[src/rtl/combo_lock_pkg.sv]
// combo_lock_pkg: shared types and 7-segment glyphs for the digit-sequence lock.
//   lock_state_e : controller FSM states
//   disp_mode_e  : what the HEX bank should show
//   hex_bus_t    : hex5..hex0 payload, active-low {g,f,e,d,c,b,a}
package combo_lock_pkg;

  localparam int unsigned SEG_W = 7;

  typedef enum logic [2:0] {
    ST_ENTRY   = 3'd0,
    ST_OPEN    = 3'd1,
    ST_CLOSED  = 3'd2,
    ST_LOCKOUT = 3'd3,
    ST_PROG    = 3'd4
  } lock_state_e;

  typedef enum logic [2:0] {
    DM_ENTRY  = 3'd0,
    DM_OPEN   = 3'd1,
    DM_CLOSED = 3'd2,
    DM_LOCK   = 3'd3,
    DM_PROG   = 3'd4
  } disp_mode_e;

  typedef struct packed {
    logic [SEG_W-1:0] h5;
    logic [SEG_W-1:0] h4;
    logic [SEG_W-1:0] h3;
    logic [SEG_W-1:0] h2;
    logic [SEG_W-1:0] h1;
    logic [SEG_W-1:0] h0;
  } hex_bus_t;

  // Active-low glyphs, bit order {g,f,e,d,c,b,a}
  localparam logic [SEG_W-1:0] SEG_OFF = 7'h7F;
  localparam logic [SEG_W-1:0] SEG_0   = 7'h40;
  localparam logic [SEG_W-1:0] SEG_1   = 7'h79;
  localparam logic [SEG_W-1:0] SEG_2   = 7'h24;
  localparam logic [SEG_W-1:0] SEG_3   = 7'h30;
  localparam logic [SEG_W-1:0] SEG_4   = 7'h19;
  localparam logic [SEG_W-1:0] SEG_5   = 7'h12;
  localparam logic [SEG_W-1:0] SEG_6   = 7'h02;
  localparam logic [SEG_W-1:0] SEG_7   = 7'h78;
  localparam logic [SEG_W-1:0] SEG_8   = 7'h00;
  localparam logic [SEG_W-1:0] SEG_9   = 7'h10;
  localparam logic [SEG_W-1:0] SEG_O   = SEG_0;
  localparam logic [SEG_W-1:0] SEG_C   = 7'h46;
  localparam logic [SEG_W-1:0] SEG_E   = 7'h06;
  localparam logic [SEG_W-1:0] SEG_R   = 7'h2F;
  localparam logic [SEG_W-1:0] SEG_P   = 7'h0C;
  localparam logic [SEG_W-1:0] SEG_N   = 7'h2B;
  localparam logic [SEG_W-1:0] SEG_L   = 7'h47;
  localparam logic [SEG_W-1:0] SEG_S   = SEG_5;
  localparam logic [SEG_W-1:0] SEG_D   = 7'h21;

  // Decimal digit to glyph; anything above 9 is blank
  function automatic logic [SEG_W-1:0] seg_digit(input logic [3:0] d);
    logic [SEG_W-1:0] s;
    s = SEG_OFF;
    case (d)
      4'd0: s = SEG_0;
      4'd1: s = SEG_1;
      4'd2: s = SEG_2;
      4'd3: s = SEG_3;
      4'd4: s = SEG_4;
      4'd5: s = SEG_5;
      4'd6: s = SEG_6;
      4'd7: s = SEG_7;
      4'd8: s = SEG_8;
      4'd9: s = SEG_9;
      default: s = SEG_OFF;
    endcase
    return s;
  endfunction

endpackage

[src/rtl/combo_lock_ctrl_hex.sv]
// lock_hex_driver: combinational 7-segment decode for the lock status bank.
//   mode  in  display mode chosen from the registered FSM state
//   digit in  live switch digit (shown in ENTRY / PROG)
//   hex   out hex5..hex0, active-low segments
module lock_hex_driver
  import combo_lock_pkg::*;
#(
  parameter int unsigned DIGIT_W = 4
) (
  input  disp_mode_e           mode,
  input  logic [DIGIT_W-1:0]   digit,
  output hex_bus_t             hex
);

  logic             digit_ok_c;
  logic [SEG_W-1:0] digit_seg_c;

  always_comb begin
    digit_ok_c  = (32'(digit) <= 32'd9);
    digit_seg_c = digit_ok_c ? seg_digit(4'(digit)) : SEG_OFF;
    hex         = '{default: SEG_OFF};
    unique case (mode)
      DM_ENTRY: begin
        if (digit_ok_c) begin
          hex.h0 = digit_seg_c;
        end else begin
          // "ErrOr" on hex4..hex0
          hex.h4 = SEG_E;
          hex.h3 = SEG_R;
          hex.h2 = SEG_R;
          hex.h1 = SEG_O;
          hex.h0 = SEG_R;
        end
      end
      DM_OPEN: begin
        hex.h3 = SEG_O;
        hex.h2 = SEG_P;
        hex.h1 = SEG_E;
        hex.h0 = SEG_N;
      end
      DM_CLOSED: begin
        hex.h5 = SEG_C;
        hex.h4 = SEG_L;
        hex.h3 = SEG_O;
        hex.h2 = SEG_S;
        hex.h1 = SEG_E;
        hex.h0 = SEG_D;
      end
      DM_LOCK: begin
        hex.h5 = SEG_L;
        hex.h4 = SEG_O;
        hex.h3 = SEG_C;
      end
      DM_PROG: begin
        hex.h5 = SEG_P;
        hex.h0 = digit_seg_c;
      end
      default: ;
    endcase
  end

endmodule

[src/rtl/combo_lock_ctrl.sv]
// combo_lock_ctrl: digit-sequence lock with retry counting, timed lockout,
// re-arm, and optional code reprogramming (macro LOCK_PROG_EN adds port prog
// and the PROG state).
//   clk, reset (async active-low), enter (digit strobe), digit_in
//   prog (LOCK_PROG_EN only), hex0..hex5 (active-low 7-seg)
//   unlocked, locked_out, tries_left (registered status)
module combo_lock_ctrl
  import combo_lock_pkg::*;
#(
  parameter int unsigned                 CODE_LEN    = 6,
  parameter int unsigned                 DIGIT_W     = 4,
  parameter logic [CODE_LEN*DIGIT_W-1:0] CODE        = 24'h722297,
  parameter int unsigned                 MAX_TRIES   = 3,
  parameter int unsigned                 LOCKOUT_CYC = 16
) (
  input  logic                           clk,
  input  logic                           reset,
  input  logic                           enter,
  input  logic [DIGIT_W-1:0]             digit_in,
`ifdef LOCK_PROG_EN
  input  logic                           prog,
`endif
  output logic [6:0]                     hex0,
  output logic [6:0]                     hex1,
  output logic [6:0]                     hex2,
  output logic [6:0]                     hex3,
  output logic [6:0]                     hex4,
  output logic [6:0]                     hex5,
  output logic                           unlocked,
  output logic                           locked_out,
  output logic [$clog2(MAX_TRIES+1)-1:0] tries_left
);

  localparam int unsigned CODE_W = CODE_LEN * DIGIT_W;
  localparam int unsigned POS_W  = (CODE_LEN > 1) ? $clog2(CODE_LEN) : 1;
  localparam int unsigned FC_W   = $clog2(MAX_TRIES + 1);
  localparam int unsigned LC_W   = (LOCKOUT_CYC > 1) ? $clog2(LOCKOUT_CYC) : 1;

  lock_state_e       state_q, state_d;
  logic [POS_W-1:0]  pos_q, pos_d;
  logic              mismatch_q, mismatch_d;
  logic [FC_W-1:0]   fail_q, fail_d;
  logic [LC_W-1:0]   lock_q, lock_d;
  logic              unlocked_q, unlocked_d;
  logic              locked_out_q, locked_out_d;
  logic [FC_W-1:0]   tries_q, tries_d;

  logic [CODE_W-1:0]  code_cur_c;
  logic [DIGIT_W-1:0] exp_digit_c;
  logic               digit_ok_c;
  logic               last_pos_c;
  logic               mismatch_n_c;
  disp_mode_e         mode_c;
  hex_bus_t           hex_c;

`ifdef LOCK_PROG_EN
  logic [CODE_W-1:0] code_q, code_d;
  logic [CODE_W-1:0] shadow_q, shadow_d;
  assign code_cur_c = code_q;
`else
  assign code_cur_c = CODE;
`endif

  // Expected digit for the current position; MS digit is entered first
  always_comb begin
    exp_digit_c  = DIGIT_W'(code_cur_c >> ((CODE_LEN - 1 - 32'(pos_q)) * DIGIT_W));
    digit_ok_c   = (32'(digit_in) <= 32'd9);
    last_pos_c   = (pos_q == POS_W'(CODE_LEN - 1));
    mismatch_n_c = mismatch_q | ~digit_ok_c | (digit_in != exp_digit_c);
  end

  // Next-state and registered-output logic
  always_comb begin
    state_d    = state_q;
    pos_d      = pos_q;
    mismatch_d = mismatch_q;
    fail_d     = fail_q;
    lock_d     = lock_q;
`ifdef LOCK_PROG_EN
    code_d     = code_q;
    shadow_d   = shadow_q;
`endif
    unique case (state_q)
      ST_ENTRY: begin
        if (enter) begin
          if (last_pos_c) begin
            pos_d      = '0;
            mismatch_d = 1'b0;
            if (!mismatch_n_c) begin
              state_d = ST_OPEN;
              fail_d  = '0;
            end else if (32'(fail_q) + 32'd1 >= MAX_TRIES) begin
              state_d = ST_LOCKOUT;
              lock_d  = LC_W'(LOCKOUT_CYC - 1);
              fail_d  = FC_W'(MAX_TRIES);
            end else begin
              state_d = ST_CLOSED;
              fail_d  = fail_q + FC_W'(1);
            end
          end else begin
            pos_d      = pos_q + POS_W'(1);
            mismatch_d = mismatch_n_c;
          end
        end
      end
      ST_OPEN: begin
        if (enter) begin
`ifdef LOCK_PROG_EN
          if (prog) begin
            state_d = ST_PROG;
            pos_d   = '0;
          end else begin
            state_d = ST_ENTRY;
          end
`else
          state_d = ST_ENTRY;
`endif
        end
      end
      ST_CLOSED: begin
        if (enter) begin
          state_d = ST_ENTRY;
        end
      end
      ST_LOCKOUT: begin
        // enter is ignored for the whole lockout, exit cycle included
        if (lock_q == '0) begin
          state_d = ST_ENTRY;
          fail_d  = '0;
        end else begin
          lock_d = lock_q - LC_W'(1);
        end
      end
`ifdef LOCK_PROG_EN
      ST_PROG: begin
        if (enter) begin
          if (!digit_ok_c) begin
            state_d = ST_OPEN;
            pos_d   = '0;
          end else begin
            // Shift in so the first digit ends up most significant
            shadow_d = CODE_W'({shadow_q, digit_in});
            if (last_pos_c) begin
              code_d  = CODE_W'({shadow_q, digit_in});
              state_d = ST_ENTRY;
              pos_d   = '0;
            end else begin
              pos_d = pos_q + POS_W'(1);
            end
          end
        end
      end
`endif
      default: state_d = ST_ENTRY;
    endcase
    unlocked_d   = (state_d == ST_OPEN);
    locked_out_d = (state_d == ST_LOCKOUT);
    tries_d      = FC_W'(MAX_TRIES) - fail_d;
  end

  // State and status registers
  always_ff @(posedge clk or negedge reset) begin
    if (!reset) begin
      state_q      <= ST_ENTRY;
      pos_q        <= '0;
      mismatch_q   <= 1'b0;
      fail_q       <= '0;
      lock_q       <= '0;
      unlocked_q   <= 1'b0;
      locked_out_q <= 1'b0;
      tries_q      <= FC_W'(MAX_TRIES);
`ifdef LOCK_PROG_EN
      code_q       <= CODE;
      shadow_q     <= '0;
`endif
    end else begin
      state_q      <= state_d;
      pos_q        <= pos_d;
      mismatch_q   <= mismatch_d;
      fail_q       <= fail_d;
      lock_q       <= lock_d;
      unlocked_q   <= unlocked_d;
      locked_out_q <= locked_out_d;
      tries_q      <= tries_d;
`ifdef LOCK_PROG_EN
      code_q       <= code_d;
      shadow_q     <= shadow_d;
`endif
    end
  end

  // Display mode from registered state
  always_comb begin
    mode_c = DM_ENTRY;
    unique case (state_q)
      ST_ENTRY:   mode_c = DM_ENTRY;
      ST_OPEN:    mode_c = DM_OPEN;
      ST_CLOSED:  mode_c = DM_CLOSED;
      ST_LOCKOUT: mode_c = DM_LOCK;
      ST_PROG:    mode_c = DM_PROG;
      default:    mode_c = DM_ENTRY;
    endcase
  end

  lock_hex_driver #(
    .DIGIT_W (DIGIT_W)
  ) u_hex (
    .mode  (mode_c),
    .digit (digit_in),
    .hex   (hex_c)
  );

  assign hex0       = hex_c.h0;
  assign hex1       = hex_c.h1;
  assign hex2       = hex_c.h2;
  assign hex3       = hex_c.h3;
  assign hex4       = hex_c.h4;
  assign hex5       = hex_c.h5;
  assign unlocked   = unlocked_q;
  assign locked_out = locked_out_q;
  assign tries_left = tries_q;

endmodule

[config.mk]
export PLATFORM = sky130hd
export DESIGN_NAME = combo_lock_ctrl
export DESIGN_NICKNAME = d
export VERILOG_FILES = /design/src/rtl/combo_lock_pkg.sv /design/src/rtl/combo_lock_ctrl_hex.sv /design/src/rtl/combo_lock_ctrl.sv
export SDC_FILE = /design/constraint.sdc
export NUM_CORES = 1
export LEC_CHECK = 0
export BUFFER_PORTS_ARGS = -buffer_cell sky130_fd_sc_hd__buf_2
export CAP_MARGIN = 20
export CORE_AREA = 5 5 61 63
export CTS_BUF_LIST = sky130_fd_sc_hd__clkbuf_8
export DETAILED_ROUTE_END_ITERATION = 6
export DIE_AREA = 0 0 66 68
export PLACE_DENSITY_LB_ADDON = 0.15
export SLEW_MARGIN = 5
export SYNTH_ARGS = -nofsm -noshare
export SYNTH_HDL_FRONTEND = slang
export SYNTH_SLANG_ARGS = --single-unit
[constraint.sdc]
create_clock -name clk -period 3.18 [get_ports clk]
set_clock_uncertainty 0.05 [all_clocks]
set_input_delay 0.636 -clock clk [delete_from_list [all_inputs] [get_ports clk]]
set_output_delay 0.636 -clock clk [all_outputs]
set_load 0.05 [all_outputs]
==> metrics.yaml <==
power:
  power.share.clock_pct: 12.4
  p_per_area_mw_per_mm2: 724
  vdd_drop_max_v: 0.000496
  power_frac_comb_pct: 59.7
  power.internal_uw: 596
  seq_power_share_pct: 27.9
  switching_share_pct: 52.4
  total_power_uw: 1250
  p_leak_uw: 0.000821
  power_switching_uw: 656
placed_design:
  port_buffers: 51
  placed_area_mm2: 0.00167
  place_ws_ps: 59.0
  hpwl_um: 2620
  gp_congestion: 0.826
synthesis:
  synth_xor_area_share_pct: 5.63
  yosys_warnings: 0
  synth_nets: 194
  synth_compound_area_share_pct: 22.1
  synth-seq-cells: 17
  synth.distinct_cells: 50
  synth_top_area_share_pct: 24.8
  synthAdderAreaFrac_pct: 7.45
  syn_inst: 178
  synth_top_area_cell: "dfrtp_1"
  synthMuxAreaShare_pct: 1.32
  syn_area_per_cell_um2: 8.49
  synth_top_family_by_area: "compound AO/OA/AOI/OAI gates"
  synthArstFlopShare_pct: 100
  synth-edff-count: 0
  yosysSeqAreaShare_pct: 28.3
  synthSimpleGateAreaFrac_pct: 21.0
  synth.cell_area_mm2: 0.00151
  ys.flop_type: "dfrtp_1"
  yosys-top-cells-area: "dfrtp_1, buf_4, ha_1, o21ai_0, nand2_1"
clock_network:
  insertion_delay_ps: 250
  root_buffer: "clkbuf_8"
  cts.path.max_buffers: 2
  post_cts_buffers: 0
  hold_buffers: 0
  cts.sinks: 17
  cts_tree: "yes"
  cts_made_buffers: 3
  clkTransAtPathRegs_ps: 70
  htreeDepth: 1
finish:
  final_cell_mix: "buf_2, nand2_1, dfrtp_1"
  diodes: 0
  area_delta_synth_final_pct: 14.5
  final_common_cell: "buf_2"
  fin_util_pct: 54.4
  stdcell_area_mm2: 0.00173
  nets: 227
  drive_gt1_share_pct: 33.8
floorplan:
  die_x_um: 66
  start_util_pct: 47.5
  dieArea_mm2: 0.00449
  rows: 21
  core-area_mm2: 0.00318
  die_y_um: 68
  io_pins: 53
worst_setup_path:
  critPathLaunchType: "input port"
  crit_arrival_ps: 2310
  end_kind: "output port"
  critPathRequiredTime_ps: 2490
  crit_type: "in -> out"
  crit_fanout: 6
  reg2reg_depth: 7
routing:
  drc: 0
  via_count: 1325
  drtIter0Drc: 39
  ant_nets: 0
  wirelength_um: 3300
  avgViaCountPerCell: 5.18
  wl_per_cell_um: 12.9
  first_pass_iters: 4
outcome:
  status: "finished clean"
grt:
  grtUsageTotal_pct: 15.4
  grt_pass1_wl_um: 5460
  grt_pass1_vias: 1194
  grt_max_degree: 18
  antenna_found_initial: 0
  grt_overflow: 0
timing:
  hold_violations: 0
  max_slew_margin_pct: 47.2
  holdWs_ps: 244
  rsz0062_at_grt: "no"
  slew_violations: 0
  min_period_ps: 2990
  fin_crit_sh_pct: 94.1
  setup_ws_ps: 188
  worst_slew_pin_slew_ps: 790
  fmax_ghz: 0.334
  setup_viol: 0
flow_run:
  maxCapViolations: 0
worst_hold_path:
  hold_path_class: "in -> async"
logic make-up (layout without fill, tap and decap cells):
family | Yosys count | in the layout
and+or+nand+nor | 59 | 59
AOI/OAI and AO/OA | 46 | 46
buffers and inverters | 35 | 67
DFF | 17 | 17
adders and majority gates | 9 | 9
xor gates and xnor gates | 8 | 8
other | 2 | 2
muxes | 2 | 2
final cells by class:
cell class	instances	area [µm²]
clock buffer	3	41.3
clock inverter	1	3.75
fill	304	1450
inverter	11	41.3
multi-input combinational	126	896
sequential	17	428
tap	46	57.6
timing repair buffer	52	263
what timing repair did:
action | in CTS | in global routing
endpoints found under the setup margin | 0 | 8
gates resized for setup | 0 | 3
endpoints found under the hold margin | 0 | 0
worst max-delay path: stages:
cell,delay [ps]
buf_2,170
inv_1,100
ha_1,210
o21bai_1,220
nand2_2,180
o21a_1,250
a21oi_4,180
o21ai_0,130
buf_2,240
synthesized netlist by cell type (2+ instances only):
master	n
buf_4	17
dfrtp_1	15
nand2_1	15
nor2_1	13
o21ai_0	12
inv_1	11
a21oi_1	9
ha_1	9
nand2b_1	6
a21o_1	4
and2_1	4
nand3_1	4
xor2_1	4
buf_2	3
clkbuf_1	3
nand3b_1	3
o211ai_1	3
a211o_1	2
and3_1	2
conb_1	2
dfstp_2	2
mux2i_1	2
nor2_2	2
o311ai_0	2
o31a_1	2
xnor2_1	2
xnor2_2	2
routing by layer:
metal	GRT usage (%)	share of wire, %	vias up	wire, µm
met5	0	0	-	0
li1	-	-	668	-
met1	18.5	44	610	1440
met4	3.81	0.82	0	27
met3	2.79	8.2	4	269
met2	28.3	47	43	1570
state kept, by name (all words and copies together), names as in the netlist:
name        flops
lock_q          4
pos_q           3
state_q         3
fail_q          2
tries_left      2
locked_out      1
mismatch_q      1
unlocked        1
stage by stage:
stage / TNS, ps / std cells
floorplan: -349 / 178
global placement: 0 / 252
detailed placement: 0 / 252
CTS: 0 / 256
global route: 0 / 256
finish: 0 / 256
power by group through the flow:
stage / registers, µW / clock network (µW) / logic [µW]
after CTS: 349 / 159 / 750
after global routing: 359 / 170 / 815
after floorplan: 377 / 0 / 625
final: 350 / 156 / 747
after global placement: 348 / 0 / 744
after detailed placement: 350 / 0 / 744
final timing paths:
check / from / endpoint / slack, ps
max: digit_in[1] / hex0[4] / 190
min: reset / fail_q[0] / 240
max reg2reg: pos_q[1] / fail_q[0] / 760
min reg2reg: lock_q[3] / lock_q[3] / 490
max in group asynchronous: reset / tries_left[0] / 2530
min in group clk: lock_q[3] / lock_q[3] / 490
Power figures use the tool's default switching activity.
